`src/rtl/watchdog_pkg.sv`:
```
// Shared definitions for the coefficient loader: FSM encoding, default
// parameter values and the chunk ordering used when assembling coefficients.
package watchdog_pkg;

  typedef logic [1:0] state_t;

  localparam logic [1:0] S_IDLE      = 2'd0;
  localparam logic [1:0] S_START     = 2'd1;
  localparam logic [1:0] S_WAIT_BUSY = 2'd2;
  localparam logic [1:0] S_WAIT_DONE = 2'd3;

  localparam int NUM_COEF_DEF = 2;
  localparam int COEF_W_DEF   = 32;
  localparam int IN_W_DEF     = 8;
  localparam int BUSY_TO_DEF  = 15;

  // First chunk of a coefficient lands in its least significant bits.
  localparam bit CHUNK_LSB_FIRST = 1'b1;

endpackage

```
`src/rtl/param_loader_n_assembler.sv`:
```
// Frame assembler: tracks chunk/coefficient position of the open frame and
// writes accepted chunks into the shadow buffer. Flags frame completion and
// restarts caused by a start-of-frame arriving while a frame is open.
module param_assembler
  import watchdog_pkg::*;
#(
  parameter int NUM_COEF = NUM_COEF_DEF,
  parameter int COEF_W   = COEF_W_DEF,
  parameter int IN_W     = IN_W_DEF
) (
  input  logic                       clk,
  input  logic                       rst,
  input  logic                       acc_i,
  input  logic                       sof_i,
  input  logic [IN_W-1:0]            data_i,
  output logic [NUM_COEF*COEF_W-1:0] shadow_o,
  output logic                       done_o,
  output logic                       restart_o
);

  localparam int CHUNKS = COEF_W / IN_W;
  localparam int CW     = $clog2(CHUNKS + 1);
  localparam int KW     = $clog2(NUM_COEF + 1);
  localparam int PW     = $clog2(NUM_COEF * COEF_W + 1);

  logic                       open_q, open_d;
  logic [CW-1:0]              chunk_q, chunk_d;
  logic [KW-1:0]              idx_q, idx_d;
  logic                       wr_en;
  logic [CW-1:0]              wr_chunk;
  logic [KW-1:0]              wr_idx;
  logic [CW-1:0]              lane;
  logic [PW-1:0]              pos;
  logic [NUM_COEF*COEF_W-1:0] shadow_q;

  // Decide where the current chunk goes and how the frame position advances.
  // A start-of-frame chunk always restarts at coefficient 0, chunk 0.
  always_comb begin
    wr_en     = acc_i && (sof_i || open_q);
    wr_chunk  = sof_i ? '0 : chunk_q;
    wr_idx    = sof_i ? '0 : idx_q;
    lane      = CHUNK_LSB_FIRST ? wr_chunk : (CW'(CHUNKS - 1) - wr_chunk);
    pos       = PW'(int'(wr_idx) * COEF_W + int'(lane) * IN_W);
    done_o    = wr_en && (wr_chunk == CW'(CHUNKS - 1)) && (wr_idx == KW'(NUM_COEF - 1));
    restart_o = acc_i && sof_i && open_q;
    open_d    = open_q;
    chunk_d   = chunk_q;
    idx_d     = idx_q;
    if (wr_en) begin
      if (done_o) begin
        open_d  = 1'b0;
        chunk_d = '0;
        idx_d   = '0;
      end else if (wr_chunk == CW'(CHUNKS - 1)) begin
        open_d  = 1'b1;
        chunk_d = '0;
        idx_d   = wr_idx + KW'(1);
      end else begin
        open_d  = 1'b1;
        chunk_d = wr_chunk + CW'(1);
        idx_d   = wr_idx;
      end
    end
  end

  // Frame position registers; reset discards any partial frame.
  always_ff @(posedge clk) begin
    if (rst) begin
      open_q  <= 1'b0;
      chunk_q <= '0;
      idx_q   <= '0;
    end else begin
      open_q  <= open_d;
      chunk_q <= chunk_d;
      idx_q   <= idx_d;
    end
  end

  // Shadow buffer write; contents are only meaningful once a frame completes.
  always_ff @(posedge clk) begin
    if (wr_en) begin
      shadow_q[pos +: IN_W] <= data_i;
    end
  end

  assign shadow_o = shadow_q;

endmodule

```
`src/rtl/param_loader_n.sv`:
```
// Coefficient loader: double-buffers incoming coefficient frames and hands
// them to a compute core with a start pulse / busy handshake.
module param_loader_n
  import watchdog_pkg::*;
#(
  parameter int NUM_COEF = NUM_COEF_DEF,
  parameter int COEF_W   = COEF_W_DEF,
  parameter int IN_W     = IN_W_DEF,
  parameter int BUSY_TO  = BUSY_TO_DEF
) (
  input  logic                       clk,
  input  logic                       rst,
  input  logic [IN_W-1:0]            in_data,
  input  logic                       in_valid,
  input  logic                       in_sof,
  output logic                       in_ready,
  output logic [NUM_COEF*COEF_W-1:0] coef,
  output logic                       start_calc,
  input  logic                       core_busy,
  output logic                       load_err
);

  localparam int TW = $clog2(BUSY_TO + 1) + 1;

  state_t                     state_q, state_d;
  logic                       pending_q, pending_d;
  logic [NUM_COEF*COEF_W-1:0] coef_q, coef_d;
  logic                       start_q, start_d;
  logic                       err_q, err_d;
  logic [TW-1:0]              tmo_q, tmo_d;
  logic                       tmo_err;
  logic                       accept;
  logic [NUM_COEF*COEF_W-1:0] shadow;
  logic                       asm_done;
  logic                       asm_restart;

  // A full shadow frame blocks further input until it has been committed.
  assign in_ready = !pending_q;
  assign accept   = in_valid && in_ready;

  param_assembler #(
    .NUM_COEF (NUM_COEF),
    .COEF_W   (COEF_W),
    .IN_W     (IN_W)
  ) u_asm (
    .clk       (clk),
    .rst       (rst),
    .acc_i     (accept),
    .sof_i     (in_sof),
    .data_i    (in_data),
    .shadow_o  (shadow),
    .done_o    (asm_done),
    .restart_o (asm_restart)
  );

  // Handshake FSM: commit the pending frame when the core is idle, then
  // wait for busy to rise (bounded) and fall before the next commit.
  always_comb begin
    state_d   = state_q;
    pending_d = pending_q;
    coef_d    = coef_q;
    start_d   = 1'b0;
    tmo_d     = tmo_q;
    tmo_err   = 1'b0;
    if (asm_done) begin
      pending_d = 1'b1;
    end
    case (state_q)
      S_IDLE: begin
        if (pending_q && !core_busy) begin
          coef_d    = shadow;
          pending_d = 1'b0;
          start_d   = 1'b1;
          state_d   = S_START;
        end
      end
      S_START: begin
        tmo_d   = '0;
        state_d = S_WAIT_BUSY;
      end
      S_WAIT_BUSY: begin
        // tmo_q counts waiting cycles already spent; give up after BUSY_TO.
        if (core_busy) begin
          state_d = S_WAIT_DONE;
        end else if (tmo_q == TW'(BUSY_TO - 1)) begin
          tmo_err = 1'b1;
          state_d = S_IDLE;
        end else begin
          tmo_d = tmo_q + TW'(1);
        end
      end
      S_WAIT_DONE: begin
        if (!core_busy) begin
          state_d = S_IDLE;
        end
      end
      default: state_d = S_IDLE;
    endcase
    err_d = asm_restart || tmo_err;
  end

  // State, buffers and output pulses.
  always_ff @(posedge clk) begin
    if (rst) begin
      state_q   <= S_IDLE;
      pending_q <= 1'b0;
      coef_q    <= '0;
      start_q   <= 1'b0;
      err_q     <= 1'b0;
      tmo_q     <= '0;
    end else begin
      state_q   <= state_d;
      pending_q <= pending_d;
      coef_q    <= coef_d;
      start_q   <= start_d;
      err_q     <= err_d;
      tmo_q     <= tmo_d;
    end
  end

  assign coef       = coef_q;
  assign start_calc = start_q;
  assign load_err   = err_q;

endmodule

```
`config.mk`:
```
export PLATFORM = sky130hd
export DESIGN_NAME = param_loader_n
export DESIGN_NICKNAME = d
export VERILOG_FILES = /design/src/rtl/watchdog_pkg.sv /design/src/rtl/param_loader_n_assembler.sv /design/src/rtl/param_loader_n.sv
export SDC_FILE = /design/constraint.sdc
export NUM_CORES = 1
export LEC_CHECK = 0
export CAP_MARGIN = 10
export CELL_PAD_IN_SITES_DETAIL_PLACEMENT = 1
export CELL_PAD_IN_SITES_GLOBAL_PLACEMENT = 1
export CORE_UTILIZATION = 38
export DETAILED_ROUTE_END_ITERATION = 12
export GPL_TIMING_DRIVEN = 0
export PLACE_DENSITY = 0.81
export SYNTH_ARGS = -nofsm -noshare
export SYNTH_HDL_FRONTEND = slang
export SYNTH_HIERARCHICAL = 1
export SYNTH_SLANG_ARGS = --single-unit
```
`constraint.sdc`:
```
create_clock -name clk -period 4.3 [get_ports clk]
set_clock_uncertainty 0.2 [all_clocks]
set_input_delay 0.86 -clock clk [delete_from_list [all_inputs] [get_ports clk]]
set_output_delay 0.86 -clock clk [all_outputs]
set_load 0.005 [all_outputs]
```
; ---- After elaboration in Yosys (flattened, before gate mapping)
; Cells that the tools add are included.
[classes]
n_bitwise = 1
shift = 2
magnitude_cmp = 0
n_eq_ne = 11
muxes = 23
n_reduce_logical = 17
addsub = 5
n_mul = 0
n_div = 0
[ops]
columns = operator, count
row1 = bitwise mux 64 bit, 1
row2 = "variable shift 8 x 9 -> 64 bit, first input constant", 1
row3 = variable part select 8 x 9 -> 64 bit, 1
row4 = two-way mux 2 bit, 7
row5 = two-way mux 5 bit, 2
row6 = one-hot mux 5 bit (2 select lines), 1
row7 = two-way mux 3 bit, 3
row8 = negation 7 -> 9 bit, 1
row9 = two-way mux 1 bit, 8
row10 = "inequality test 2 bit, second input constant", 4
row11 = one-hot mux 2 bit (4 select lines), 1
row12 = adder 7 x 6 -> 7 bit, 1
row13 = logical AND 1 bit, 7
row14 = AND reduction 3 bit, 2
row15 = "adder 5 x 1 -> 5 bit, second input constant", 1
row16 = "== test 5 x 4 -> 1 bit, second input constant", 1
row17 = "== test 2 x 1 -> 1 bit, second input constant", 2
row18 = "== test 2 bit, second input constant", 2
row19 = "adder 3 x 1 -> 3 bit, second input constant", 1
row20 = "== test 3 x 2 -> 1 bit, second input constant", 1
row21 = "inequality test 3 bit, second input constant", 1
row22 = "adder 2 x 1 -> 2 bit, second input constant", 1
row23 = zero test 1 bit, 2
row24 = zero test 2 bit, 1
row25 = other kinds (5), 6
[totals]
mem_bits_ro = 0
latchBits = 0
output_inout_bits = 67
inputBits = 13
word_cells = 69
memories = 0
ramBits = 0
register_bits = 144

; ---- Longest topological paths before layout
; Gate-level depths: netlist of run 1.
[depth]
ltp_word = 8
mapped_depth = 10
mapped_depth_nobuf = 8

; ---- Modules after synthesis
; The synthesis of run 1 kept the hierarchy.
[modules_own_cells]
columns = module, instances, area_each_um2, seq_area_each_um2, cells_per_inst
row1 = param_assembler, 1, 2919.0, 2042.0, 238
row2 = param_loader_n, 1, 2660.1, 1481.4, 332

; ---- Worst setup path before layout of run 1
; OpenSTA, ideal clock, no wires.
[synth_timing]
kind = input-to-reg
start = input in_sof
end = register u_asm.shadow_q[48], in the netlist u_asm/shadow_o[48] (enable)
n_path_buf = 2
setup_slack_ns = 0.207
path_stages = 9
arrival_time_ns = 3.499
setup_time_ns = 0.395
required_ns = 3.705
cell_sequence = clkbuf_1 > nand2b_1 > inv_1 > ha_1 > buf_2 > or4_1 > o221a_4 > xnor2_2 > nor4_1
[synth_between]
elab_chain_len = 2
[synth_rtl]
columns = item, line
row1 = "start, declared", param_loader_n.sv:15  ; input logic in_sof,
row2 = logical OR 1 bit, param_loader_n_assembler.sv:39  ; wr_en = acc_i && (sof_i || open_q);
row3 = logical AND 1 bit, param_loader_n_assembler.sv:39
row4 = "end signal, assigned by index", param_loader_n_assembler.sv:82  ; shadow_q[pos +: IN_W] <= data_i;
row5 = "end, declared", param_loader_n_assembler.sv:34  ; logic [NUM_COEF*COEF_W-1:0] shadow_q;
; Every way passes these cells.
; A chain may end at the register's enable or synchronous reset.

; ---- Worst setup path in the final report of run 1
[layout_timing]
start = input in_sof
end = register u_asm.shadow_q[18], in the netlist u_asm/shadow_o[18] (enable)
; Same word-level chain as after synthesis.

==> results of run 1 <==
-- worst max-delay path: stages --
cell,delay (ps)
clkdlybuf4s50_1,510
clkbuf_1,380
nand2b_1,220
inv_1,90
ha_1,290
buf_2,190
or4_1,430
o221a_4,170
mux2i_4,260
nor3_2,620
-- cell families (layout without fill, tap and decap cells) --
logic type | Yosys count | in the layout | synth area share, %
and+or+nand+nor | 275 | 275 | 21.2
AOI/OAI and AO/OA | 97 | 97 | 9.67
xor gates and xnor gates | 5 | 5 | 0.920
muxes | 1 | 1 | 0.404
adders and majority gates | 6 | 6 | 1.35
buffers and inverters | 42 | 154 | 3.30
DFF | 144 | 144 | 63.2
-- power breakdown --
group	internal, W	switching [W]
Clock	0.00100	0.000556
Sequential	0.00143	0.00000400
Combinational	0.0000296	0.0000711
-- flip-flops by register name, summed over array words and instances (netlist names) --
| name | cells |
|---|---|
| tmo_q | 5 |
| pending_q | 1 |
| u_asm/shadow_o | 64 |
| state_q | 2 |
| u_asm/chunk_q | 3 |
| u_asm/open_q | 1 |
| load_err | 1 |
| start_calc | 1 |
| u_asm/idx_q | 2 |
| coef | 64 |
-- layer usage --
metal / GRT usage, % / part of all wire (%)
met2: 39.1 / 52
met5: 0 / 0
met3: 5.35 / 3.9
met4: 11.5 / 2.9
met1: 27.1 / 41
-- cell type report --
| cell class | count | area, um^2 | area share (%) |
|---|---|---|---|
| buffer | 32 | 146 | 2.01 |
| clock buffer | 22 | 505 | 6.96 |
| clock inverter | 10 | 128 | 1.76 |
| inverter | 10 | 37.5 | 0.517 |
| multi-input combinational | 384 | 1900 | 26.2 |
| sequential | 144 | 3520 | 48.5 |
| tap | 180 | 225 | 3.10 |
| timing repair buffer | 80 | 796 | 11.0 |
-- synth_stat cells, types with 2 or more instances --
| library cell | count |
|---|---|
| xor2_1 | 3 |
| or3_1 | 2 |
| or3b_1 | 2 |
| o21ai_0 | 3 |
| nand4b_1 | 2 |
| a31oi_1 | 2 |
| clkbuf_1 | 18 |
| a21oi_1 | 77 |
| nand4_1 | 2 |
| buf_2 | 11 |
| and3_1 | 2 |
| ha_1 | 6 |
| nand2_1 | 147 |
| nand2b_1 | 16 |
| nor3_1 | 15 |
| o211ai_1 | 7 |
| nand3_1 | 5 |
| dfxtp_1 | 80 |
| nor2_1 | 68 |
| edfxtp_1 | 64 |
| inv_1 | 10 |
| nor2b_1 | 3 |
| or4_1 | 2 |
| nand3b_1 | 2 |
-- through the flow --
| stage | setup WS [ps] | utilization [%] | std cells | power [W] | TNS [ps] |
|---|---|---|---|---|---|
| after CTS | 61.8 | 51.4 | 862 | 0.00311 | 0 |
| after global routing | -30.3 | 51.5 | 862 | 0.00318 | -222 |
| after global placement | -716 | 46.8 | 829 | 0.00156 | -14550 |
| after detailed placement | -629 | 46.8 | 830 | 0.00156 | -21230 |
| final | 119 | 51.5 | 862 | 0.00309 | 0 |
| after floorplan | 207 | - | 570 | 0.00152 | 0 |
-- worst paths after layout --
kind                                       start            endpoint  slack (ps)  depth (start not counted)
worst max register to register  u_asm/chunk_q[0]  u_asm/shadow_o[14]        1100                          6
worst min-delay path                    coef[39]            coef[39]         250                          2
worst max-delay path                      in_sof  u_asm/shadow_o[18]         120                         10
worst min register to register          coef[39]            coef[39]         250                          2
-- repair_timing --
action / in CTS / in global routing
setup buffers: 0 / 0
resized for setup: 3 / 4
setup endpoints to repair: 20 / 28
==> impl_results.md, run 1 <==
* Setup-violating endpoint count in the final report at 0
* CP endpoint kind: flop
* Top FF cell, synth: dfxtp_1
* DRT Wirelength at 16500 um
* H-tree level count at 4
* Seq/Total Area, Yosys at 63.2%
* I/O Buffers at 79
* Clk sinks at 144
* Worst relative slew slack at 19.5%
* Core area at 0.0141 mm^2
* Top Ports at 80
* Overflow left after global routing at 0
* Worst Hold Margin at 254 ps
* # DRC at 0
* GPL Wtd Cong at 0.844
* Starting density of the core at 39.6%
* P_leak at 2.45 nW
* Cell area after layout at 0.00727 mm^2
* Crit-path max FO at 10
* Mean post-synth cell area at 9.79 um^2
* Fillers at 1586
* Global Route Usage Sum at 23.0%
* Top post-synthesis cells by area: edfxtp_1 (34%), dfxtp_1 (29%), nand2_1 (9.9%)
* Yosys top cell by area: edfxtp_1
* Post-Syn Area at 0.00558 mm^2
* Worst Setup Path Type: input pin to flop
* Worst vdd ir at 230 uV
* Num CTS Buffers at 17
* Worst-Skew Late Latency at 420 ps
* Clock Path Buffers at 2
* # nets final at 688
* Layout cell share with drive strength beyond 1 at 8.36%
* Syn Nets at 589
* First-pass GRT wire length at 25400 um
* PD cells at 426 mW/mm^2
* Final Max Slew Viols at 0
* Post-Syn Instances at 570
* Yosys top cell area share at 34.4%
* Most frequent cells in the layout: nand2_1 (147), dfxtp_1 (80), clkdlybuf4s50_1 (79)
* Placed Area at 0.00660 mm^2
* Starting DRT DRC Count at 255
* Drt first pass iters at 4
* Hold buffer count at cts at 0
* Via count at 4576
* CTS tree: built
* Status: finished, final reports clean
* Row Count at 43
* Die Area at 0.0152 mm^2
* DR vias/cell at 5.31
* Final Hold Fails at 0
* Fin crit period at 4180 ps
* Max_cap viols at 0
* Synth unique cells at 45
* Die height at 123 um
* Die X at 123 um
* Layout area overhead at 30.2%
* ANT cells at 0
* Hold WC Path Type: flop to flop
* Vias in the first global route at 4750
* Final HPWL DP at 11500 um
* Required time of the critical path at 4150 ps
* Data arrival time of the worst path at 4030 ps
* Period Utilization, post-route at 97.2%
* EDFF count, synth at 64
* Clock Tree Root: clkbuf_16
* Largest net degree at the start of global routing at 17
* Register bit count reported by yosys at 144
* FMAX at 239 MHz
* Clk slew on worst S/H paths at 60 ps
* Routed Antenna Nets at 0
* Worst slew pin tran at 1200 ps
* Antenna violations before repair at 0
* Wire per inst at 19.1 um
* Most common cell after layout, fill and taps aside: nand2_1
* Worst Setup Start Kind: input pin
* Synth warn at 6
* Asr flop ratio synth at 0%
(Power assumes the default switching activity.)
==> run 2: changes to the inputs <==
--- a/config.mk
+++ b/config.mk
@@ -5,7 +5,7 @@
 export SDC_FILE = /design/constraint.sdc
 export NUM_CORES = 1
 export LEC_CHECK = 0
-export CAP_MARGIN = 10
+export CAP_MARGIN = 20
 export CELL_PAD_IN_SITES_DETAIL_PLACEMENT = 1
 export CELL_PAD_IN_SITES_GLOBAL_PLACEMENT = 1
 export CORE_UTILIZATION = 38
==> run 2 against run 1 <==
  * Utilization barely moved
  * Sequential share of layout area about the same
  * Final area about the same
  * Maximum frequency up 0.80%
  * Clock power hardly changed
  * Combinational power about the same
  * Sequential cell count did not move
==> impl_results.md, run 2 (synthesized netlist as in run 1, its figures left out) <==
* Worst Hold Margin at 254 ps (about the same)
* Crit-path max FO at 10 (unchanged)
* NetSw at 0.000632 W (was 0.000631 W)
* Worst Setup Path Type: input pin to flop (unchanged)
* Die X at 123 um (unchanged)
* Clock Tree Root: clkbuf_16 (unchanged)
* Core area at 0.0141 mm^2 (unchanged)
* Clock Power Share at 50.4% (about the same)
* Hold path start: coef[39] (unchanged)
* Largest net degree at the start of global routing at 17 (unchanged)
* GPL Wtd Cong at 0.844 (unchanged)
* I/O Buffers at 79 (unchanged)
* FMAX at 241 MHz (was 239 MHz)
* R2R Path Start: u_asm/chunk_q[0] (unchanged)
* Global Route Usage Sum at 23.0% (unchanged)
* Layout cell share with drive strength beyond 1 at 8.49% (was 8.36%)
* Layout area overhead at 30.3% (was 30.2%)
* Sequential group share of total power at 46.4% (about the same)
* Routed Antenna Nets at 0 (unchanged)
* Comb pwr share at 3.3% (about the same)
* Worst Setup SP: in_sof (unchanged)
* Final core utilization at 51.6% (was 51.5%)
* Worst vdd ir at 232 uV (was 230 uV)
* Worst-Skew Late Latency at 420 ps (about the same)
* Overflow left after global routing at 0 (unchanged)
* Final Hold Fails at 0 (unchanged)
* DR vias/cell at 5.29 (was 5.31)
* Clk slew on worst S/H paths at 60 ps (about the same)
* Cell internal pwr at 0.00246 W (about the same)
* Row Count at 43 (unchanged)
* Worst slew pin tran at 846 ps (was 1200 ps)
* CP endpoint kind: flop (unchanged)
* Status: finished, final reports clean (unchanged)
* ANT cells at 0 (unchanged)
* H-tree level count at 4 (unchanged)
* Net Sw Frac at 20.4% (about the same)
* PD cells at 426 mW/mm^2 (about the same)
* Final HPWL DP at 11500 um (unchanged)
* Antenna violations before repair at 0 (unchanged)
* Max_cap viols at 0 (unchanged)
* Wire per inst at 19.0 um (was 19.1 um)
* Fin crit period at 4150 ps (was 4180 ps)
* Starting DRT DRC Count at 294 (was 255)
* # nets final at 689 (was 688)
* DRT Wirelength at 16400 um (was 16500 um)
* Worst Setup Start Kind: input pin (unchanged)
* Period Utilization, post-route at 96.4% (was 97.2%)
* Most common cell after layout, fill and taps aside: nand2_1 (unchanged)
* Num CTS Buffers at 17 (unchanged)
* Setup-violating endpoint count in the final report at 0 (unchanged)
* # DRC at 0 (unchanged)
* Data arrival time of the worst path at 4000 ps (was 4030 ps)
* Top Ports at 80 (unchanged)
* P_leak at 2.46 nW (was 2.45 nW)
* Hold buffer count at cts at 0 (unchanged)
* Hold WC Path Type: flop to flop (unchanged)
* Post-CTS setup buffers at 0 (unchanged)
* Die Area at 0.0152 mm^2 (unchanged)
* Clock Path Buffers at 2 (unchanged)
* Starting density of the core at 39.6% (unchanged)
* Clk sinks at 144 (unchanged)
* Most frequent cells in the layout: nand2_1 (147), dfxtp_1 (80), clkdlybuf4s50_1 (79) (unchanged)
* Worst relative slew slack at 43.3% (was 19.5%)
* Required time of the critical path at 4150 ps (about the same)
* Drt first pass iters at 4 (unchanged)
* Vias in the first global route at 4750 (unchanged)
* Via count at 4568 (was 4576)
* Die height at 123 um (unchanged)
* Final Max Slew Viols at 0 (unchanged)
* First-pass GRT wire length at 25400 um (unchanged)
* CTS tree: built (unchanged)
[run 2: cell count changes in the layout (fill, tap and decap cells not counted)]
cell	change
buf_2	+1
[run 2: what timing repair did]
| item | 4_1_cts | 5_1_grt |
|---|---|---|
| endpoints found under the setup margin | 20 | 28 |
| gates resized for setup | 3 | 4 |
| pin swaps | 0 | 0 |
| cloned | 0 | 0 |
[run 2: final timing paths]
kind                                           end  slack (ps)  cells after the start
worst max-delay path            u_asm/shadow_o[18]         150                     10
worst min-delay path                      coef[39]         250                      2
worst max register to register  u_asm/shadow_o[12]        1110                      6
worst min register to register            coef[39]         250                      2
[run 2: metal layers]
layer | global-route usage, % | up-vias | wire length (um)
met5 | 0 | - | 0
li1 | - | 2131 | -
met1 | 27.1 | 2264 | 6710
met2 | 39.1 | 132 | 8430
met3 | 5.35 | 41 | 749
met4 | 11.5 | 0 | 537
[run 2: power by group through the flow]
stage	sequential, W	clock [W]	combinational (W)
after floorplan	0.00146	0	0.0000545
after global placement	0.00146	0	0.0000914
after detailed placement	0.00146	0	0.0000956
after CTS	0.00143	0.00158	0.0000979
after global routing	0.00144	0.00163	0.000108
final	0.00143	0.00156	0.000102
[run 2: worst max-delay path: stages]
cell and delay, ps:
clkdlybuf4s50_1 520, clkbuf_1 380, nand2b_1 220, inv_1 90, ha_1 290, buf_2 190, or4_1 430, o221a_4 160
mux2i_4 250, nor3_2 600
[run 2: per-stage QoR]
| stage | instance area, um^2 | setup WS, ps | TNS (ps) | instances | power (W) |
|---|---|---|---|---|---|
| after floorplan | 5580 | 207 | 0 | 570 | 0.00152 |
| after global placement | 6600 | -716 | -14550 | 829 | 0.00156 |
| after detailed placement | 6600 | -629 | -21230 | 830 | 0.00156 |
| after CTS | 7250 | 61.8 | 0 | 862 | 0.00311 |
| after global routing | 7270 | -28.4 | -206 | 863 | 0.00318 |
| final | 7270 | 153 | 0 | 863 | 0.00310 |
[run 2: layout make-up]
cell class | instances | area, um^2
Timing Repair Buffer | 81 | 801
Sequential cell | 144 | 3520
Inverter | 10 | 37.5
Tap cell | 180 | 225
Clock inverter | 10 | 128
Buffer | 32 | 146
Clock buffer | 22 | 505
Fill cell | 1585 | 6830
Multi-Input combinational cell | 384 | 1900
==> run 3: changes to the inputs <==
--- a/config.mk
+++ b/config.mk
@@ -8,6 +8,7 @@
 export CAP_MARGIN = 20
 export CELL_PAD_IN_SITES_DETAIL_PLACEMENT = 1
 export CELL_PAD_IN_SITES_GLOBAL_PLACEMENT = 1
+export CORE_ASPECT_RATIO = 0.9
 export CORE_UTILIZATION = 38
 export DETAILED_ROUTE_END_ITERATION = 12
 export GPL_TIMING_DRIVEN = 0
==> run 3 against run 2 <==
  * Via count decreased by 3.1%
  * Global-route usage decreased by 1.2 points
  * Die area unchanged
  * Largest power group is now sequential cells
==> impl_results.md, run 3 (synthesized netlist as in run 1, its figures left out) <==
* Status: finished, final reports clean (unchanged)
* Layout cell share with drive strength beyond 1 at 8.21% (was 8.49%)
* Fin crit period at 4070 ps (was 4150 ps)
* Most frequent cells in the layout: nand2_1 (147), dfxtp_1 (80), clkdlybuf4s50_1 (79) (unchanged)
* Layout area overhead at 29.4% (was 30.3%)
* Drt first pass iters at 4 (unchanged)
* Clock Path Buffers at 2 (unchanged)
* Worst slew pin tran at 1040 ps (was 846 ps)
* Setup-violating endpoint count in the final report at 0 (unchanged)
* Comb pwr share at 3.4% (was 3.3%)
* DR vias/cell at 5.06 (was 5.29)
* Starting DRT DRC Count at 238 (was 294)
* Required time of the critical path at 4230 ps (was 4150 ps)
* Final core utilization at 51.0% (was 51.6%)
* I/O Buffers at 79 (unchanged)
* # nets final at 688 (was 689)
* Worst Setup Path Type: input pin to flop (unchanged)
* Worst vdd ir at 295 uV (was 232 uV)
* Worst relative slew slack at 30.1% (was 43.3%)
* Net Sw Frac at 21.9% (was 20.4%)
* Cell area after layout at 0.00722 mm^2 (was 0.00727 mm^2)
* Die height at 117 um (was 123 um)
* Clk slew on worst S/H paths at 60 ps (about the same)
* Data arrival time of the worst path at 4010 ps (was 4000 ps)
* P_leak at 2.41 nW (was 2.46 nW)
* First-pass GRT wire length at 24000 um (was 25400 um)
* Row Count at 41 (was 43)
* Antenna violations before repair at 0 (unchanged)
* Global Route Usage Sum at 21.7% (was 23.0%)
* Crit-path max FO at 10 (unchanged)
* Routed Antenna Nets at 0 (unchanged)
* Post-CTS setup buffers at 0 (unchanged)
* Die Area at 0.0152 mm^2 (unchanged)
* Slowest-stage cell, CP: clkdlybuf4s50_1 (was nor3_2)
* Final Hold Fails at 0 (unchanged)
* Worst-Skew Late Latency at 430 ps (was 420 ps)
* CP max stage delay at 540 ps (was 600 ps)
* Via count at 4428 (was 4568)
* Max_cap viols at 0 (unchanged)
* Final Max Slew Viols at 0 (unchanged)
* Cell Chain, Critical Path: clkdlybuf4s50_1 -> clkbuf_2 -> nand2b_1 -> inv_1 -> ha_1 -> buf_2 -> or4_1 -> o221a_4 -> xnor2_2 -> nor4_2 -> buf_2 (was clkdlybuf4s50_1 -> clkbuf_1 -> nand2b_1 -> inv_1 -> ha_1 -> buf_2 -> or4_1 -> o221a_4 -> mux2i_4 -> nor3_2)
* Most frequent CP cell: buf_2
* # DRC at 0 (unchanged)
* Clk sinks at 144 (unchanged)
* RSZ-0062 raised after global routing: false
* Num CTS Buffers at 17 (unchanged)
* Period Utilization, post-route at 94.7% (was 96.4%)
* FMAX at 245 MHz (was 241 MHz)
* PD cells at 411 mW/mm^2 (was 426 mW/mm^2)
* Die X at 130 um (was 123 um)
* DRT Wirelength at 15500 um (was 16400 um)
* Top Ports at 80 (unchanged)
* Starting density of the core at 39.4% (was 39.6%)
* GPL Wtd Cong at 0.865 (was 0.844)
* Vias in the first global route at 4568 (was 4750)
* ANT cells at 0 (unchanged)
* CTS tree: built (unchanged)
* Largest net degree at the start of global routing at 17 (unchanged)
* Clock Tree Root: clkbuf_16 (unchanged)
* CP endpoint kind: flop (unchanged)
* Placed Area at 0.00662 mm^2 (was 0.00660 mm^2)
* Core area at 0.0142 mm^2 (was 0.0141 mm^2)
* Sequential group share of total power at 48.4% (was 46.4%)
* Cell internal pwr at 0.00232 W (was 0.00246 W)
* Most common cell after layout, fill and taps aside: nand2_1 (unchanged)
* Overflow left after global routing at 0 (unchanged)
* Worst Hold Margin at 254 ps (about the same)
* Clock Power Share at 48.2% (was 50.4%)
* H-tree level count at 4 (unchanged)
* Hold buffer count at cts at 0 (unchanged)
* NetSw at 0.000649 W (was 0.000632 W)
* Hold WC Path Type: flop to flop (unchanged)
* Worst Setup Start Kind: input pin (unchanged)
* Final HPWL DP at 11000 um (was 11500 um)
* Fin Setup TNS at 0 ps (unchanged)
* Wire per inst at 17.7 um (was 19.0 um)
[run 3: changes by cell type in the layout (fill, tap and decap cells not counted), moves of 2 or more]
cell / before / now
clkinv_2: 4 / 2
clkbuf_1: 18 / 20
clkinvlp_4: 1 / 3
clkinv_4: 0 / 4
clkbuf_8: 4 / 0
[run 3: per-layer routing]
metal	track usage [%]	up-vias	part of all wire, %
li1	-	2131	-
met1	26.4	2162	43
met2	36.6	104	50
met3	5.23	31	4.1
met4	10.2	0	2.6
met5	0	-	0
[run 3: worst max-delay path, delay by kind of cell]
kind	cells	cell delay, ps
AO/OA/AOI/OAI	1	170
buffers and inverters	5	1350
AND/OR/NAND/NOR	3	1110
XOR/XNOR	1	210
adder cells (fa/ha/maj)	1	290
[run 3: layout make-up]
| cell class | instances | area [um^2] |
|---|---|---|
| Clock buffer | 20 | 437 |
| Clock inverter | 12 | 136 |
| Sequential cell | 144 | 3520 |
| Tap cell | 193 | 241 |
| Fill cell | 1599 | 6940 |
| Multi-Input combinational cell | 384 | 1900 |
| Buffer | 32 | 148 |
| Inverter | 10 | 37.5 |
| Timing Repair Buffer | 80 | 796 |
[run 3: worst paths after layout]
path / start / end / slack [ps] / cells past startpoint
max: in_sof / u_asm/shadow_o[48] / 230 / 11
min reg2reg: coef[30] / coef[30] / 250 / 2
min: coef[30] / coef[30] / 250 / 2
max reg2reg: u_asm/chunk_q[2] / u_asm/shadow_o[48] / 1200 / 9
[run 3: timing repair]
action                     in CTS  in global routing
gates resized for setup         3                  6
gates cloned                    0                  0
setup endpoints to repair      21                 37
[run 3: stage by stage]
stage	worst slack [ps]	cells	power, W
6_report	226	875	0.00297
5_1_grt	114	875	0.00304
4_1_cts	110	875	0.00298
3_5_place_dp	-711	843	0.00156
3_3_place_gp	-676	842	0.00156
2_1_floorplan	207	570	0.00152
[run 3: power by group through the flow]
stage	registers, W	clock network (W)	logic, W
floorplan	0.00146	0	0.0000545
global placement	0.00146	0	0.0000931
detailed placement	0.00146	0	0.0000965
CTS	0.00144	0.00145	0.0000979
global route	0.00144	0.00150	0.000108
finish	0.00144	0.00143	0.0000995
